**config.mk**
```make
export PLATFORM = sky130hd
export DESIGN_NAME = mod_updown_counter
export DESIGN_NICKNAME = d
export VERILOG_FILES = /design/src/rtl/mod_counter_pkg.sv /design/src/rtl/count_prescaler.sv /design/src/rtl/mod_updown_counter.sv
export SDC_FILE = /design/constraint.sdc
export NUM_CORES = 1
export LEC_CHECK = 0
export CORE_AREA = 5 5 42 44
export DETAILED_ROUTE_END_ITERATION = 8
export DIE_AREA = 0 0 47 49
export GPL_TIMING_DRIVEN = 0
export SYNTH_ARGS = -nofsm -noshare
export SYNTH_HDL_FRONTEND = slang
export SYNTH_SLANG_ARGS = --single-unit
```
**constraint.sdc**
```tcl
create_clock -name clk -period 1.94 [get_ports clk]
set_clock_uncertainty 0.2 [all_clocks]
set_input_delay 0.582 -clock clk [delete_from_list [all_inputs] [get_ports clk]]
set_output_delay 0.582 -clock clk [all_outputs]
set_load 0.01 [all_outputs]
```
**src/rtl/mod_counter_pkg.sv**
```systemverilog
// Shared constants and helpers for the modulo up/down counter.
// Direction encoding and load clamping live here so all users agree.
package mod_counter_pkg;

   localparam logic DIR_UP   = 1'b1;
   localparam logic DIR_DOWN = 1'b0;

   // Clamp a load value into the legal count range 0..max.
   function automatic logic [31:0] clamp_load(
      input logic [31:0] data,
      input logic [31:0] max
   );
      logic [31:0] res;
      res = (data > max) ? max : data;
      return res;
   endfunction

endpackage

```
**src/rtl/count_prescaler.sv**
```systemverilog
// Enable prescaler: emits one step per PRESCALE enabled cycles.
// A clear restarts the phase; PRESCALE=1 collapses to step = en.
module count_prescaler #(
   parameter int PRESCALE = 1
) (
   input  logic clk,
   input  logic rstn,
   input  logic en,
   input  logic clr,
   output logic step
);

   if (PRESCALE < 1 || PRESCALE > 256) begin : g_bad_prescale
      $error("count_prescaler: PRESCALE out of range");
   end

   if (PRESCALE == 1) begin : g_direct

      logic unused_inputs;
      assign unused_inputs = ^{clk, rstn, clr};

      // No phase to track: every enabled cycle is a step.
      assign step = en;

   end else begin : g_phase

      localparam int PW = $clog2(PRESCALE);
      localparam logic [PW-1:0] LAST = PW'(PRESCALE - 1);
      localparam logic [PW-1:0] ONE  = PW'(1);

      logic [PW-1:0] phase_q;
      logic [PW-1:0] phase_d;
      logic          at_last;

      assign at_last = (phase_q == LAST);
      assign step    = en && at_last;

      // Advance phase on enabled cycles, wrapping after the step cycle.
      always_comb begin
         phase_d = phase_q;
         if (clr) begin
            phase_d = '0;
         end else if (en) begin
            phase_d = at_last ? '0 : phase_q + ONE;
         end
      end

      // Phase register; reset discards any partial prescale interval.
      always_ff @(posedge clk or negedge rstn) begin
         if (!rstn) begin
            phase_q <= '0;
         end else begin
            phase_q <= phase_d;
         end
      end

   end

endmodule

```
**src/rtl/mod_updown_counter.sv**
```systemverilog
// Modulo-(MAX+1) up/down counter with load, prescaler and wrap flags.
// wrap is a one-cycle registered pulse; ovf is sticky until cleared.
module mod_updown_counter
   import mod_counter_pkg::*;
#(
   parameter int               WIDTH    = 4,
   parameter logic [WIDTH-1:0] MAX      = {WIDTH{1'b1}},
   parameter int               PRESCALE = 1
) (
   input  logic             clk,
   input  logic             rstn,
   input  logic [WIDTH-1:0] data,
   input  logic             load,
   input  logic             en,
   input  logic             up,
   input  logic             clr_ovf,
   output logic [WIDTH-1:0] count,
   output logic             wrap,
   output logic             ovf
);

   if (WIDTH < 2 || WIDTH > 32) begin : g_bad_width
      $error("mod_updown_counter: WIDTH out of range");
   end

   if (MAX == '0) begin : g_bad_max
      $error("mod_updown_counter: MAX must be nonzero");
   end

   localparam logic [WIDTH-1:0] ONE = WIDTH'(1);

   logic [WIDTH-1:0] count_q;
   logic [WIDTH-1:0] count_d;
   logic             wrap_q;
   logic             wrap_d;
   logic             ovf_q;
   logic             ovf_d;

   logic             step;
   logic             do_load;
   logic             do_up;
   logic             do_dn;
   logic             at_max;
   logic             at_zero;
   logic [WIDTH-1:0] load_val;
   logic [WIDTH-1:0] inc_val;
   logic [WIDTH-1:0] dec_val;

   count_prescaler #(
      .PRESCALE(PRESCALE)
   ) u_prescaler (
      .clk (clk),
      .rstn(rstn),
      .en  (en),
      .clr (load),
      .step(step)
   );

   assign load_val = WIDTH'(clamp_load(32'(data), 32'(MAX)));
   assign at_max   = (count_q == MAX);
   assign at_zero  = (count_q == '0);
   assign inc_val  = at_max  ? '0  : count_q + ONE;
   assign dec_val  = at_zero ? MAX : count_q - ONE;

   assign do_load  = load;
   assign do_up    = !load && step && (up == DIR_UP);
   assign do_dn    = !load && step && (up == DIR_DOWN);

   // Next count: load beats stepping; direction sampled only on a step.
   always_comb begin
      count_d = count_q;
      unique case (1'b1)
         do_load: count_d = load_val;
         do_up:   count_d = inc_val;
         do_dn:   count_d = dec_val;
         default: count_d = count_q;
      endcase
   end

   // Wrap on the terminal step in either direction; set beats clear.
   always_comb begin
      wrap_d = (do_up && at_max) || (do_dn && at_zero);
      ovf_d  = wrap_d || (ovf_q && !clr_ovf);
   end

   // State registers with asynchronous active-low reset.
   always_ff @(posedge clk or negedge rstn) begin
      if (!rstn) begin
         count_q <= '0;
         wrap_q  <= 1'b0;
         ovf_q   <= 1'b0;
      end else begin
         count_q <= count_d;
         wrap_q  <= wrap_d;
         ovf_q   <= ovf_d;
      end
   end

   assign count = count_q;
   assign wrap  = wrap_q;
   assign ovf   = ovf_q;

endmodule

```
; ---- Word-level counts from Yosys, hierarchy flattened
; Cells that the tools add are included.
[classes]
bitwise = 1
mux = 3
reduce_logical = 12
eq_ne = 1
n_addsub = 2
[ops]
columns = cell, count
row1 = $pmux W4 S3, 1
row2 = $mux W4, 2
row3 = $logic_and A1 B1 Y1, 6
row4 = $add A4 B1 Y4 const B, 1
row5 = $eq A4 B4 Y1 const B, 1
row6 = $logic_not A4 Y1, 1
row7 = $sub A4 B1 Y4 const B, 1
row8 = $reduce_bool A3 Y1, 1
row9 = $logic_not A1 Y1, 2
row10 = $logic_or A1 B1 Y1, 2
row11 = $not A1 Y1, 1
[totals]
out_inout_bits = 6
in_bits = 10
elab_cells = 22
register_bits = 6

; ---- Longest topological paths before layout
; Gate-level depths: netlist (run 1).
[depth]
word_depth = 6
mapped_depth = 6
depth_no_buf = 6

; ---- Cells and area by module
; Synthesis (run 1) repeated with hierarchy kept, for this count alone.
[hier_totals]
cells_unflattened = 45
area_unflattened_um2 = 419.2
[modules_own_cells]
columns = mod, n_inst, seq_area_each_um2, cells_each, area_each_um2
row1 = mod_updown_counter, 1, 150.1, 44, 411.6
row2 = count_prescaler, 1, 0.0, 1, 7.5

; ---- Least setup slack after synthesis (run 1)
; No wires, ideal clock.
[synth_timing]
kind = register to register
from = register count_q[0] (netlist: count[0])
to = register count_q[3] (netlist: count[3])
arrival_ps = 1337
slack_ps = 282
period_less_slack_ps = 1658
path_buffers = 0
required_ps = 1619
path_stages_with_launch = 7
setup_time_ps = 121
cell_sequence = dfrtp_1 inv_1 ha_1 o21bai_1 a21oi_1 o311ai_0 a22o_1
[synth_between]
elab_chain_cells = 3
word_cells_on_any_way = 7
cone_classes = add/sub (2) / eq/ne (1) / mux (3) / reduce/logical (1)
[synth_lines]
columns = item, line_no
row1 = "start, declared", mod_updown_counter.sv:32  ; logic [WIDTH-1:0] count_q;
row2 = "start signal, assigned", mod_updown_counter.sv:93  ; count_q <= count_d;
row3 = "$sub A4 B1 Y4, or another cell as far along", mod_updown_counter.sv:63  ; assign dec_val = at_zero ? MAX : count_q - ONE;
row4 = "$mux W4, on equally long branches", "mod_updown_counter.sv:63, mod_updown_counter.sv:62"
row5 = $pmux W4 S3 (*), mod_updown_counter.sv:72  ; unique case (1'b1)
; Every way passes the cells marked *; elsewhere a longest branch is shown, timed or not.
; A chain may end at the register's enable or synchronous reset.

; ---- Final worst setup path (run 1)
[layout_timing]
from = register wrap_q (netlist: wrap)
to = output port wrap
[layout_rtl]
columns = item, line_no
row1 = "start, declared", mod_updown_counter.sv:34  ; logic wrap_q;
row2 = "start signal, assigned", mod_updown_counter.sv:94  ; wrap_q <= wrap_d;
row3 = "end, declared", mod_updown_counter.sv:18  ; output logic wrap,
; No word-level cell between the ends.

==> impl_metrics.ini, run 1 <==
[route]
dr.pass1.iters = 4
drc = 0
drtAntennaViolNets = 0
via_per_inst = 4.908
drt-initial-drc-count = 4
wire_per_inst_um = 13.04
route.vias.total = 373
drt_wl_total_um = 991

[global_routing]
grt_max_degree = 10
overflow = 0
grt_pass1_wl_mm = 1.725
grt.total_usage = 0.1077
grt_antenna_before_repair = 0
grt_pass1_vias = 381

[yosys]
synthAdderAreaFrac = 0.06006
synth_cell_types = 23
postSynthAreaPerCell_um2 = 9.690
yosysWarningCount = 0
synth_top_family_by_area = compound AO/OA/AOI/OAI gates
netlist_instances = 43
synth_top_area_frac = 0.3604
synthXorXnorAreaFrac = 0.04204
synth_fp_nets = 55
synth_seq_area_share = 0.3604
synthMuxAreaShare = 0.06006
ys_top_cells_by_area = dfrtp_1, ha_1, o21ai_0
synth_compound_area_frac = 0.2312
synth_top_area_cell = dfrtp_1
yosys.area_share.simple = 0.1652
ys_ff_latch = 6
syn-cell-area_um2 = 416.7

[timing]
worst_slack_ns = 0.07808
tightest_slew_ns = 0.3732
slew_headroom = 0.7480
post-route-period-util = 0.9598
whs_ns = 0.2740
setup_violations = 0
finalHoldViolations = 0
maxSlewViolCount = 0
fin_crit_ns = 1.862
rsz0062_at_grt = false
max_freq_mhz = 537.1

[worst_setup_path]
crit_type = flip-flop to output port
critPathLaunchType = flip-flop
crit_start = wrap$_DFF_PN0_
cp_max_fo = 1
path_depth = 1
slowest_stage = clkdlybuf4s50_1
crit_arrival_ns = 1.08
crit_chain = clkdlybuf4s50_1
crit_buf_inv = 1
r2r_cells = 6
required_ns = 1.16
worstReg2RegStart = count[0]$_DFFE_PN0P_
crit_family = buffers and inverters
worstSetupEndpointType = output port
max_stage_delay_ns = 0.53

[final_layout]
nFillCells = 148
fin_nets = 74
final_cells = 76
area_delta_synth_final_pct = 43.84
final_area_um2 = 599.3
multiInputGateArea_um2 = 232.7
diodes = 0
final_core_util = 0.4277
final_layout_size_suffix_gt1_frac = 0.2000
regArea_um2 = 155.1

[floorplanning]
fp-row-count = 14
ios = 16
start_util = 0.2973
die_x_um = 47
dieHeight_um = 49
core_mm2 = 0.001401
die-area_mm2 = 0.002303

[run_status]
status = complete, no violations

[cts]
cts_tree = yes
clk_latency_ns = 0.24
clock_path_buffers = 2
hold_buffers = 0
cts_buffers = 3
clkSinkCount = 6
path_clk_slew_ns = 0.05
h-tree-depth = 1
clockRootBuffer = clkbuf_4

[placed_design]
gp_congestion = 0.7625
place_inst = 72
portBuffers = 13
dp_hpwl_um = 764.3
place_ws_ns = -0.01910
placed_area_um2 = 566.8

[pwr]
p_per_area_mw_per_mm2 = 667.0
p_leak_nw = 0.2826
ir_drop_mv = 0.5175

[flow_run]
maxCapViolCount = 0

[worst_hold_path]
hold_class = flip-flop to flip-flop
hp-start = ovf$_DFF_PN0_
holdPathStages = 1
## worst register-to-register path, delay by kind of cell, from the launching register on
kind,cells,cell delay [ns]
buffers and inverters,1,0.09
flip-flops,1,0.44
AO/OA/AOI/OAI,4,0.76
adder cells (fa/ha/maj),1,0.20
## cells by family after synthesis
kind of cell	count (synthesis)
multiplexers	2
buffers and inverters	6
AND/OR/NAND/NOR	11
XOR/XNOR	2
flip-flops	6
adder cells (fa/ha/maj)	2
AO/OA/AOI/OAI	14
## report_power, final
part           internal [W]  total (W)  switching (W)
logic             0.0000709   0.000126      0.0000555
registers          0.000140   0.000160      0.0000202
clock network     0.0000699   0.000113      0.0000436
## synthesized netlist by cell type (all sizes together)
cell type and count:
a21o 1, a21oi 2, a22o 1, a41oi 2
and3 1, buf 1, clkbuf 1, dfrtp 6
ha 2, inv 4, mux2 1, mux2i 1
nand2 5, nor2 2, nor3b 1, nor4b 2
o21a 1, o21ai 4, o21bai 1, o221ai 1
o311ai 1, xnor2 2
## registers in the layout, summed over array words and instances (netlist names)
name,cells
count,4
ovf,1
wrap,1
## metal layers
| layer | track usage | vias to the layer above | part of all wire |
|---|---|---|---|
| met4 | 0.02765 | 0 | 0.0081 |
| li1 | - | 192 | - |
| met1 | 0.1211 | 171 | 0.43 |
| met5 | 0 | - | 0 |
| met2 | 0.1674 | 8 | 0.51 |
| met3 | 0.06642 | 2 | 0.051 |
## cell usage in the layout, fill, tap and decap left out, drive strengths merged, types with 4 or more instances in the layout
cell           n
o21ai          4
clkdlybuf4s50  8
clkbuf         4
dfrtp          6
dlygate4sd2    4
inv            4
nand2          5
## path summary, 6_finish.rpt
kind	end	slack, ns
setup / recovery	wrap	0.08
hold / removal	ovf$_DFF_PN0_	0.27
setup reg to reg	count[3]$_DFFE_PN0P_	0.18
hold reg to reg	ovf$_DFF_PN0_	0.27
max in group asynchronous	count[1]$_DFFE_PN0P_	0.93
min in group asynchronous	wrap$_DFF_PN0_	0.38
## timing repair
item	in CTS	in global routing
buffers inserted	1	0
pin swaps	0	0
endpoints found under the setup margin	4	1
gates resized for setup	8	1
## stage by stage
step	total power, W	setup TNS, ns
floorplan	0.0002321	0
global placement	0.0002890	-0.01344
detailed placement	0.0002929	-0.01910
CTS	0.0004093	0
global route	0.0004433	0
finish	0.0003998	0
## area by class of cell
type | count | share of cell area
Tap cell | 16 | 0.03340
Multi-Input combinational cell | 31 | 0.3883
Sequential cell | 6 | 0.2589
Buffer | 2 | 0.03132
Timing Repair Buffer | 14 | 0.2255
Inverter | 4 | 0.02505
Clock buffer | 3 | 0.03758
Power figures use the tool's default switching activity.
==> run 2: changes to the inputs <==
SLEW_MARGIN = 20   (was default)
==> results of run 2 <==
Same layout as run 1: the final DEF is identical, and so are final timing and power.
